**config.mk**
```make
export PLATFORM = sky130hd
export DESIGN_NAME = lcd_char_refresh_ctrl
export DESIGN_NICKNAME = d
export VERILOG_FILES = /design/src/rtl/lcd_pkg.sv /design/src/rtl/lcd_bus_timer.sv /design/src/rtl/lcd_char_refresh_ctrl.sv
export SDC_FILE = /design/constraint.sdc
export NUM_CORES = 1
export LEC_CHECK = 0
export ABC_AREA = 1
export BUFFER_PORTS_ARGS = -buffer_cell sky130_fd_sc_hd__buf_2
export CAP_MARGIN = 20
export CORE_MARGIN = 4
export CORE_UTILIZATION = 47
export CTS_BUF_LIST = sky130_fd_sc_hd__clkbuf_16
export DETAILED_ROUTE_END_ITERATION = 8
export PLACE_DENSITY = 0.68
export SLEW_MARGIN = 15
export SYNTH_ARGS = -nofsm -noshare
export SYNTH_HDL_FRONTEND = slang
export SYNTH_SLANG_ARGS = --single-unit
```
**constraint.sdc**
```tcl
create_clock -name clk -period 6.6 [get_ports clk]
set_input_delay 1.32 -clock clk [delete_from_list [all_inputs] [get_ports clk]]
set_output_delay 1.32 -clock clk [all_outputs]
set_load 0.02 [all_outputs]
```
**src/rtl/lcd_pkg.sv**
```systemverilog
// lcd_pkg: shared constants, state enum and helpers for the character-LCD refresh controller.
//   - HD44780 command bytes used by the init sequence and the refresh loop
//   - lcd_state_e: controller FSM states
//   - row_base(): DDRAM start address of each display row
//   - clog2_min1(): counter/address width that never collapses to zero bits
package lcd_pkg;

    localparam logic [7:0] CMD_FUNC  = 8'h38;  // 8-bit bus, 2 lines, 5x8 font
    localparam logic [7:0] CMD_DOFF  = 8'h08;
    localparam logic [7:0] CMD_CLR   = 8'h01;
    localparam logic [7:0] CMD_ENTRY = 8'h06;
    localparam logic [7:0] CMD_DON   = 8'h0C;
    localparam logic [7:0] CMD_CGRAM = 8'h40;
    localparam logic [7:0] CMD_DDRAM = 8'h80;

    typedef enum logic [3:0] {
        ST_PWRUP,
        ST_FUNC,
        ST_DOFF,
        ST_CLR,
        ST_ENTRY,
        ST_DON,
        ST_CG_ADDR,
        ST_CG_DATA,
        ST_ROW_ADDR,
        ST_ROW_DATA
    } lcd_state_e;

    function automatic logic [6:0] row_base(input logic [1:0] r);
        case (r)
            2'd0:    return 7'h00;
            2'd1:    return 7'h40;
            2'd2:    return 7'h14;
            default: return 7'h54;
        endcase
    endfunction

    function automatic int clog2_min1(input int n);
        return (n <= 2) ? 1 : $clog2(n);
    endfunction

endpackage

```
**src/rtl/lcd_bus_timer.sv**
```systemverilog
// lcd_bus_timer: power-up delay followed by a free-running bus transfer timer.
//   i_clk, i_rst_n : clock, async active-low reset
//   o_start        : high in the last power-up cycle (the first byte is loaded on that edge)
//   o_en           : LCD E strobe, high for the first half of every transfer period
//   o_tick         : high in the last cycle of every transfer period
// CLK_PWRUP must be at least 1.
module lcd_bus_timer
    import lcd_pkg::*;
#(
    parameter int CLK_PWRUP    = 1000000,
    parameter int CLK_PER_XFER = 100000
) (
    input  logic i_clk,
    input  logic i_rst_n,
    output logic o_start,
    output logic o_en,
    output logic o_tick
);

    localparam int PW = clog2_min1(CLK_PWRUP + 1);
    localparam int XW = clog2_min1(CLK_PER_XFER);

    logic [PW-1:0] r_pwr_cnt;
    logic [XW-1:0] r_xc;
    logic          w_pwr_done;

    assign w_pwr_done = (r_pwr_cnt == '0);

    // xc is held at 0 until the power-up down-counter reaches terminal count.
    always_ff @(posedge i_clk or negedge i_rst_n) begin
        if (!i_rst_n) begin
            r_pwr_cnt <= PW'(CLK_PWRUP);
            r_xc      <= '0;
        end else if (!w_pwr_done) begin
            r_pwr_cnt <= r_pwr_cnt - PW'(1);
        end else if (r_xc == XW'(CLK_PER_XFER - 1)) begin
            r_xc <= '0;
        end else begin
            r_xc <= r_xc + XW'(1);
        end
    end

    assign o_start = (r_pwr_cnt == PW'(1));
    assign o_en    = w_pwr_done && (r_xc < XW'(CLK_PER_XFER / 2));
    assign o_tick  = w_pwr_done && (r_xc == XW'(CLK_PER_XFER - 1));

endmodule

```
**src/rtl/lcd_char_refresh_ctrl.sv**
```systemverilog
// lcd_char_refresh_ctrl: HD44780-class LCD controller. Runs the init sequence, then loops
// forever uploading the glyph buffer (when dirty) and refreshing DDRAM from the frame buffer.
//   clk, rst_n                 : clock, async active-low reset
//   fb_we/fb_addr/fb_data      : frame-buffer write port, cell = row*COLS+col
//   cg_we/cg_addr/cg_data      : glyph-buffer write port, addr = glyph*8+row
//   lcd_en/rw/rs/data/on       : LCD pins
//   init_done                  : sticky once the init sequence has completed
//   frame_tick                 : 1-clk pulse on the tick that finishes the last cell of a pass
//
// The state names the byte currently on the bus; each tick retires it and loads the next.
//   state     | meaning
//   PWRUP     | power-up wait, bus idle
//   FUNC      | function set 0x38 on bus
//   DOFF      | display off 0x08 on bus
//   CLR       | clear 0x01 on bus
//   ENTRY     | entry mode 0x06 on bus
//   DON       | display on 0x0C on bus; init_done set when it retires
//   CG_ADDR   | CGRAM address 0x40 on bus
//   CG_DATA   | glyph byte r_gidx on bus
//   ROW_ADDR  | DDRAM address of row r_row on bus
//   ROW_DATA  | frame-buffer cell (r_row, r_col) on bus
module lcd_char_refresh_ctrl
    import lcd_pkg::*;
#(
    parameter int ROWS         = 2,
    parameter int COLS         = 16,
    parameter int NGLYPH       = 8,
    parameter int CLK_PWRUP    = 1000000,
    parameter int CLK_PER_XFER = 100000
) (
    input  logic                                clk,
    input  logic                                rst_n,
    input  logic                                fb_we,
    input  logic [clog2_min1(ROWS*COLS)-1:0]    fb_addr,
    input  logic [7:0]                          fb_data,
    input  logic                                cg_we,
    input  logic [5:0]                          cg_addr,
    input  logic [4:0]                          cg_data,
    output logic                                lcd_en,
    output logic                                lcd_rw,
    output logic                                lcd_rs,
    output logic [7:0]                          lcd_data,
    output logic                                lcd_on,
    output logic                                init_done,
    output logic                                frame_tick
);

    localparam int NCELL  = ROWS * COLS;
    localparam int AW     = clog2_min1(NCELL);
    localparam int NGB    = NGLYPH * 8;
    localparam int GDEPTH = (NGB > 0) ? NGB : 1;
    localparam int GW     = clog2_min1(GDEPTH);
    localparam int RW     = clog2_min1(ROWS);
    localparam int CW     = clog2_min1(COLS);

    lcd_state_e     r_state, w_state_nxt;
    logic [7:0]     r_data, w_byte;
    logic           r_rs, w_rs;
    logic           r_init_done, r_cg_dirty;
    logic [RW-1:0]  r_row;
    logic [CW-1:0]  r_col, w_col_rd;
    logic [GW-1:0]  r_gidx, w_g_rd;
    logic [AW-1:0]  w_fb_raddr;
    logic [7:0]     r_fb [NCELL];
    logic [4:0]     r_cg [GDEPTH];
    logic           w_start, w_en, w_tick;
    logic           w_col_last, w_row_last, w_g_last;
    logic           w_pass_start, w_row_start;
    logic           w_fb_wr, w_cg_wr;

    lcd_bus_timer #(
        .CLK_PWRUP    (CLK_PWRUP),
        .CLK_PER_XFER (CLK_PER_XFER)
    ) u_timer (
        .i_clk   (clk),
        .i_rst_n (rst_n),
        .o_start (w_start),
        .o_en    (w_en),
        .o_tick  (w_tick)
    );

    // Address range checks only exist when the port can express an out-of-range value.
    generate
        if (NCELL == (1 << AW)) begin : g_fb_full
            assign w_fb_wr = fb_we;
        end else begin : g_fb_part
            assign w_fb_wr = fb_we && (fb_addr < AW'(NCELL));
        end
        if (NGB == 0) begin : g_cg_none
            logic w_unused_cg;
            assign w_unused_cg = ^{cg_addr, cg_data};
            assign w_cg_wr     = 1'b0;
        end else if (NGB == 64) begin : g_cg_full
            assign w_cg_wr = cg_we;
        end else begin : g_cg_part
            assign w_cg_wr = cg_we && (cg_addr < 6'(NGB));
        end
    endgenerate

    always_ff @(posedge clk or negedge rst_n) begin
        if (!rst_n) begin
            for (int i = 0; i < NCELL; i++) r_fb[i] <= 8'h20;
        end else if (w_fb_wr) begin
            r_fb[fb_addr] <= fb_data;
        end
    end

    always_ff @(posedge clk or negedge rst_n) begin
        if (!rst_n) begin
            for (int i = 0; i < GDEPTH; i++) r_cg[i] <= '0;
        end else if (w_cg_wr) begin
            r_cg[cg_addr[GW-1:0]] <= cg_data;
        end
    end

    assign w_col_last = (r_col == CW'(COLS - 1));
    assign w_row_last = (r_row == RW'(ROWS - 1));
    assign w_g_last   = (r_gidx == GW'(NGB - 1));

    // Read address of the byte that the coming tick will load.
    assign w_col_rd   = (r_state == ST_ROW_DATA && !w_col_last) ? r_col + CW'(1) : '0;
    assign w_g_rd     = (r_state == ST_CG_DATA && !w_g_last) ? r_gidx + GW'(1) : '0;
    assign w_fb_raddr = AW'(int'(r_row) * COLS + int'(w_col_rd));

    always_ff @(posedge clk or negedge rst_n) begin
        if (!rst_n) r_state <= ST_PWRUP;
        else        r_state <= w_state_nxt;
    end

    always_comb begin
        w_state_nxt  = r_state;
        w_byte       = r_data;
        w_rs         = r_rs;
        w_pass_start = 1'b0;
        w_row_start  = 1'b0;
        case (r_state)
            ST_PWRUP:    if (w_start) begin w_state_nxt = ST_FUNC;  w_byte = CMD_FUNC;  w_rs = 1'b0; end
            ST_FUNC:     if (w_tick)  begin w_state_nxt = ST_DOFF;  w_byte = CMD_DOFF;  end
            ST_DOFF:     if (w_tick)  begin w_state_nxt = ST_CLR;   w_byte = CMD_CLR;   end
            ST_CLR:      if (w_tick)  begin w_state_nxt = ST_ENTRY; w_byte = CMD_ENTRY; end
            ST_ENTRY:    if (w_tick)  begin w_state_nxt = ST_DON;   w_byte = CMD_DON;   end
            ST_DON:      if (w_tick)  w_pass_start = 1'b1;
            ST_CG_ADDR:  if (w_tick) begin
                             w_state_nxt = ST_CG_DATA;
                             w_byte      = {3'b000, r_cg[w_g_rd]};
                             w_rs        = 1'b1;
                         end
            ST_CG_DATA:  if (w_tick) begin
                             if (w_g_last) w_row_start = 1'b1;
                             else          w_byte = {3'b000, r_cg[w_g_rd]};
                         end
            ST_ROW_ADDR: if (w_tick) begin
                             w_state_nxt = ST_ROW_DATA;
                             w_byte      = r_fb[w_fb_raddr];
                             w_rs        = 1'b1;
                         end
            ST_ROW_DATA: if (w_tick) begin
                             if (!w_col_last) begin
                                 w_byte = r_fb[w_fb_raddr];
                             end else if (!w_row_last) begin
                                 w_state_nxt = ST_ROW_ADDR;
                                 w_byte      = CMD_DDRAM | {1'b0, row_base(2'(r_row) + 2'd1)};
                                 w_rs        = 1'b0;
                             end else begin
                                 w_pass_start = 1'b1;
                             end
                         end
            default: ;
        endcase
        if (w_pass_start) begin
            if (r_cg_dirty && (NGB > 0)) begin
                w_state_nxt = ST_CG_ADDR;
                w_byte      = CMD_CGRAM;
                w_rs        = 1'b0;
            end else begin
                w_row_start = 1'b1;
            end
        end
        if (w_row_start) begin
            w_state_nxt = ST_ROW_ADDR;
            w_byte      = CMD_DDRAM | {1'b0, row_base(2'd0)};
            w_rs        = 1'b0;
        end
    end

    always_comb begin
        lcd_en     = w_en;
        lcd_rw     = 1'b0;
        lcd_on     = 1'b1;
        lcd_data   = r_data;
        lcd_rs     = r_rs;
        init_done  = r_init_done;
        frame_tick = w_tick && (r_state == ST_ROW_DATA) && w_col_last && w_row_last;
    end

    always_ff @(posedge clk or negedge rst_n) begin
        if (!rst_n) begin
            r_data      <= '0;
            r_rs        <= 1'b0;
            r_init_done <= 1'b0;
            r_cg_dirty  <= 1'b1;
            r_row       <= '0;
            r_col       <= '0;
            r_gidx      <= '0;
        end else begin
            r_data <= w_byte;
            r_rs   <= w_rs;
            // A host glyph write always wins over the clear on entry to CG_ADDR.
            if (cg_we)
                r_cg_dirty <= 1'b1;
            else if (w_tick && w_state_nxt == ST_CG_ADDR)
                r_cg_dirty <= 1'b0;
            if (w_tick) begin
                case (r_state)
                    ST_DON:      r_init_done <= 1'b1;
                    ST_CG_ADDR:  r_gidx <= '0;
                    ST_CG_DATA:  r_gidx <= w_g_rd;
                    ST_ROW_ADDR: r_col <= '0;
                    ST_ROW_DATA: begin
                        r_col <= w_col_rd;
                        if (w_col_last) r_row <= w_row_last ? '0 : r_row + RW'(1);
                    end
                    default: ;
                endcase
            end
        end
    end

endmodule

```
### After elaboration in Yosys (flattened, before gate mapping)

Index checks and enable logic that the tools add are counted.

| operators by class | value |
|---|---|
| add/sub/neg operators | 7 |
| muxes and demuxes | 70 |
| magnitude comparators | 7 |
| bitwise gates (word level) | 4 |
| reduce and logical (&&, ||, !) cells | 23 |
| equality and inequality tests | 16 |

Operators by type and width:

| operator | number |
|---|---|
| 320-bit bitwise mux | 1 |
| 256-bit bitwise mux | 1 |
| 8-bit two-way mux | 18 |
| 8-bit case mux with 9 select lines | 1 |
| 4-bit two-way mux | 14 |
| 8-bit binary-select mux with 5-bit select | 1 |
| 8-bit demux with 5-bit select | 1 |
| 4-bit case mux with 8 select lines | 1 |
| 5-bit binary-select mux with 6-bit select | 1 |
| 5-bit demux with 6-bit select | 1 |
| 7-bit case mux with 3 select lines | 1 |
| 20-bit by 1-bit equality test with 1-bit output, second input constant | 1 |
| 4-bit by 3-bit equality test with 1-bit output, second input constant | 5 |
| 20-bit zero test | 1 |
| 1-bit two-way mux | 20 |
| 20-bit by 1-bit subtractor with 20-bit output, second input constant | 1 |
| 17-bit by 1-bit adder with 17-bit output, second input constant | 1 |
| 17-bit equality test, second input constant | 1 |
| 17-bit by 16-bit < comparator with 1-bit output, second input constant | 1 |
| 17-bit two-way mux | 1 |
| 5-bit two-way mux | 3 |
| 7-bit greater-or-equal comparator, second input constant | 2 |
| 6-bit inverter with 7-bit output | 2 |
| 4-bit equality test, second input constant | 3 |
| other kinds (27) | 44 |

| word-level totals | value |
|---|---|
| register bits after elaboration | 639 |
| word-level logic and storage cells | 233 |
| output and inout port bits | 14 |
| input port bits | 28 |

### Logic depth before layout (Yosys ltp)

| depth | value |
|---|---|
| depth in word-level cells | 15 |
| depth in mapped cells | 17 |
| mapped depth without buffers | 16 |

### Cells and area by module

From an unflattened synthesis, not the netlist that was laid out.

| second synthesis, totals | value |
|---|---|
| cells, all modules | 3854 |
| area total of the unflattened synthesis | 30693.2 sq um |

Modules (own cells, without submodules):

| module | cells an instance | area an instance (sq um) | instances | seq. area each (sq um) |
|---|---|---|---|---|
| lcd_char_refresh_ctrl | 3533 | 28347.2 | 1 | 15105.7 |
| lcd_bus_timer | 321 | 2346.0 | 1 | 934.6 |

### Least setup slack after synthesis

OpenSTA, ideal clock, no wires.

| timing path | value |
|---|---|
| path type | reg-to-output |
| start | register u_timer.r_pwr_cnt[0] |
| end | output port lcd_en |
| cell stages (with the launch flop) | 8 |
| setup slack | 3.540 ns |
| path buffers | 1 |
| arrival | 1.740 ns |
| data required time | 5.280 ns |
| cells stage by stage | dfrtp_1 -> inv_1 -> ha_1 -> nand2_1 -> nor2_2 -> nand3_2 -> buf_6 -> a311oi_1 |

| on the way | value |
|---|---|
| cells in the longest elaborated chain, start to end | 2 |

Ends and longest elaborated chain:

| item | line | RTL |
|---|---|---|
| start, declared | lcd_bus_timer.sv:23 | `logic [PW-1:0] r_pwr_cnt;` |
| start signal, assigned | lcd_bus_timer.sv:32 | `r_pwr_cnt <= PW'(CLK_PWRUP);` |
| start signal, assigned | lcd_bus_timer.sv:35 | `r_pwr_cnt <= r_pwr_cnt - PW'(1);` |
| 20-bit zero test | lcd_bus_timer.sv:27 | `assign w_pwr_done = (r_pwr_cnt == '0);` |
| 1-bit logical AND | lcd_bus_timer.sv:44 | `assign o_en = w_pwr_done && (r_xc < XW'(CLK_PER_XFER / 2));` |
| end, declared | lcd_char_refresh_ctrl.sv:39 | `output logic lcd_en,` |

Every way passes these cells.

### Worst setup path in the final report

| timing path | value |
|---|---|
| start | register u_timer.r_pwr_cnt[0] |
| end | output port frame_tick |

| on the way | value |
|---|---|
| cells in the longest elaborated chain, start to end | 5 |

Ends and longest elaborated chain:

| item | line | RTL |
|---|---|---|
| 20-bit zero test | lcd_bus_timer.sv:27 |  |
| 1-bit logical AND | lcd_bus_timer.sv:45 | `assign o_tick = w_pwr_done && (r_xc == XW'(CLK_PER_XFER - 1));` |
| 1-bit logical AND (3 in series) | lcd_char_refresh_ctrl.sv:193 | `frame_tick = w_tick && (r_state == ST_ROW_DATA) && w_col_last && w_row_last;` |
| end, declared | lcd_char_refresh_ctrl.sv:45 | `output logic frame_tick` |

Every way passes these cells.

==> metrics <==
mean area per synthesized cell ~8 um2; Die Span X roughly 260 um; Die Area just under 0.07 mm2; crit path launch type flop; Num CTS Buffers 71; Slew HR between 20% and 30%; internal power 7191 uW; Hold Path Class reg -> reg; Iter 0 DRT Violations about 3000; xor/xnor cell area share of the yosys netlist less than 1%; Seq pwr share around half; power density cells roughly 290 mW/mm2; Least-Margin Pin Slew 1.052 ns; initial core utilization a little under half; Setup WS pre-CTS around 2.6 ns; slowest cell on the critical path dfrtp_1; final setup violation count 0; final period utilization about 67%; asr flop ratio synth 100.0%; DR WL/cell roughly 19 um; Worst VDD drop ~220 uV; Net Switching about 2600 uW; WS Path Type reg -> out; NumNets Final roughly 3800; share of layout cells above drive strength 1 under 10%; Final min period between 4 and 5 ns; Die H roughly 260 um; final hold vios 0; Crit path arrival time just over 3 ns; CTS Hold Bufs 0; Clock Skews ~0.024 ns; drt via density around 5.7; multi-input logic area about 0.013 mm2; global-route wire length before repair 141600 um; 1st-pass router iterations 6; EDFF count, synth 0; HPWL after DPL 53130 um; Syn-to-layout area delta 9.659%; clock slew at reported path FFs approximately 0.05 ns; worst skew pair latency ~0.62 ns; overall power around 10000 uW; largest family of logic cells by synthesized area simple AND/OR/NAND/NOR gates; residual DRC count 0; port bufs 39; RSZ-0062 raised after global routing false; # fillers 6060; Placer Congestion slightly below 0.9; Largest stage delay, worst path 0.42 ns; io pins 42; CTS sink cnt ~640; post-cts repair resize count 0; TNS Setup 0 ns; vias around 27000; Fmax achieved 0.2258 GHz; count of different cell masters after synthesis 51; Post-Syn Nets 3852; post-synthesis adder-cell area fraction less than 1%; Slew Limit Fails 0; complex-gate fraction of the synthesized area between 10% and 20%; Cell Area, Synth between 0.03 and 0.04 mm2; root buffer cell clkbuf_16; outcome complete, no violations; Total Routing Usage GR around a quarter; initial antenna violation count 1; Max Buffers Root-to-Sink 3; Min Hold Slack about 0.45 ns; sequential fraction of the synthesis area 52.54%; post-synthesis cell count around 3800; critical path endpoint category primary output; proportion of synthesized area in mux cells 0%; maxcap violations 0; family with the most delay on the worst path simple AND/OR/NAND/NOR gates; simple-gate portion of the synthesized area 27.31%; Clock power frac between 30 and 40%; Logic pwr share between 10 and 15%; total wire length between 80000 and 90000 um; htree depth 3; Crit path buffers/inverters 3; Routed Antenna Nets 0; CP Max Fanout 18; core area 0.06435 mm2; Final Cell Area 0.03348 mm2; Critical Path RT roughly 5.3 ns; register area 0.01604 mm2; crit-path cells inv_1 > ha_1 > nand2_1 > nor2_2 > nand3_2 > nor2_2 > nand2_2 > nor2_1 > nand2_1 > inv_1 > buf_2; synthesis-stage register bit count about 640; GRT overflow 0; switching part of the total power between 20% and 30%; final worst slack approximately 2.2 ns; number of global-route vias before repair between 20000 and 25000; yosys warns 0; count of standard-cell rows a little over 90; leakage power total between 0.015 and 0.02 uW; CTS tree yes; Primary FF master, synth dfrtp_1; Post-DP Area between 0.03 and 0.04 mm2; postcts setup bufs 0; largest net degree at the start of global routing between 150 and 200
## final cells by class
type	instances	area share, %
multi-input combinational	2782	38.42
tap	855	3.195
sequential	639	47.91
timing repair buffer	77	1.779
antenna	1	0.007474
inverter	176	1.973
clock inverter	53	1.181
clock buffer	74	5.531
## worst paths after layout
check / startpoint / end / slack [ns] / cells after the start
max reg2reg: r_col[0] / lcd_data[7] / 2.44 / 14
min: init_done / init_done / 0.45 / 2
min reg2reg: init_done / init_done / 0.45 / 2
max in group asynchronous: rst_n / r_cg[61] / 4.61 / 2
min in group asynchronous: rst_n / r_fb[143] / 0.66 / 1
max: u_timer.r_pwr_cnt[0] / frame_tick / 2.17 / 11
## synth_stat cells (30+ instances only)
| cell | number | area, um2 |
|---|---|---|
| a21oi_1 | 142 | 710.7 |
| buf_2 | 86 | 430.4 |
| clkbuf_1 | 122 | 457.9 |
| dfrtp_1 | 599 | 14990 |
| dfstp_2 | 40 | 1051 |
| inv_1 | 158 | 593.1 |
| nand2_1 | 1155 | 4335 |
| nand2_2 | 48 | 300.3 |
| nand3_1 | 446 | 2232 |
| nand4_1 | 43 | 269.0 |
| nor2_1 | 163 | 611.8 |
| nor3_1 | 30 | 150.1 |
| o211ai_1 | 33 | 247.7 |
| o21ai_0 | 611 | 3058 |
## flip-flops by register name, indices dropped and copies added (netlist names)
name               count
r_cg                 320
r_row                  1
lcd_data               8
u_timer.r_xc          17
r_state                4
r_cg_dirty             1
init_done              1
lcd_rs                 1
r_fb                 256
r_col                  4
r_gidx                 6
u_timer.r_pwr_cnt     20
## worst register-to-register path: cells and delay by family, from the launching register on
kind / cells / cell delay (ns)
simple gates: 9 / 1.35
flops: 1 / 0.50
buf+inv: 3 / 1.66
compound gates: 2 / 0.55
## cell families after synthesis
group                    Yosys count
AO/OA/AOI/OAI                    829
XOR/XNOR                          13
adder cells (fa/ha/maj)            5
buffers and inverters            398
flip-flops                       639
other                              2
AND/OR/NAND/NOR                 1933
## power groups by stage
stage               clock [uW]  combinational [uW]  sequential [uW]
floorplan                    0                 761             4800
global placement             0                1020             4880
detailed placement           0                1070             4880
CTS                       3940                1070             4820
global route              4110                1260             4890
finish                    3880                1070             4830
## stage by stage
stage,utilization (%),std cells
2_1_floorplan,-,3819
3_3_place_gp,48.44,4525
3_5_place_dp,48.48,4527
4_1_cts,51.98,4654
5_1_grt,52.03,4656
6_report,52.03,4657
## cell usage in the layout, fill, tap and decap left out, drive strengths merged, types with 29 or more instances in the layout
cell type / synthesis / layout
a21oi: 142 / 142
buf: 100 / 76
clkbuf: 122 / 75
clkinv: 7 / 29
dfrtp: 599 / 599
dfstp: 40 / 40
inv: 169 / 193
nand2: 1203 / 1203
nand3: 450 / 450
nand4: 43 / 43
nor2: 176 / 176
nor3: 38 / 38
o211ai: 33 / 33
o21ai: 622 / 622
## layer usage
layer,GRT usage (%),vias to the layer above,share of wire [%]
met5,0,-,0.015
li1,-,12570,-
met3,4.129,186,7.3
met4,8.138,2,3.2
met2,38.09,1037,44
met1,36.97,12810,45
Note: power is estimated with default switching activity, not from simulation.
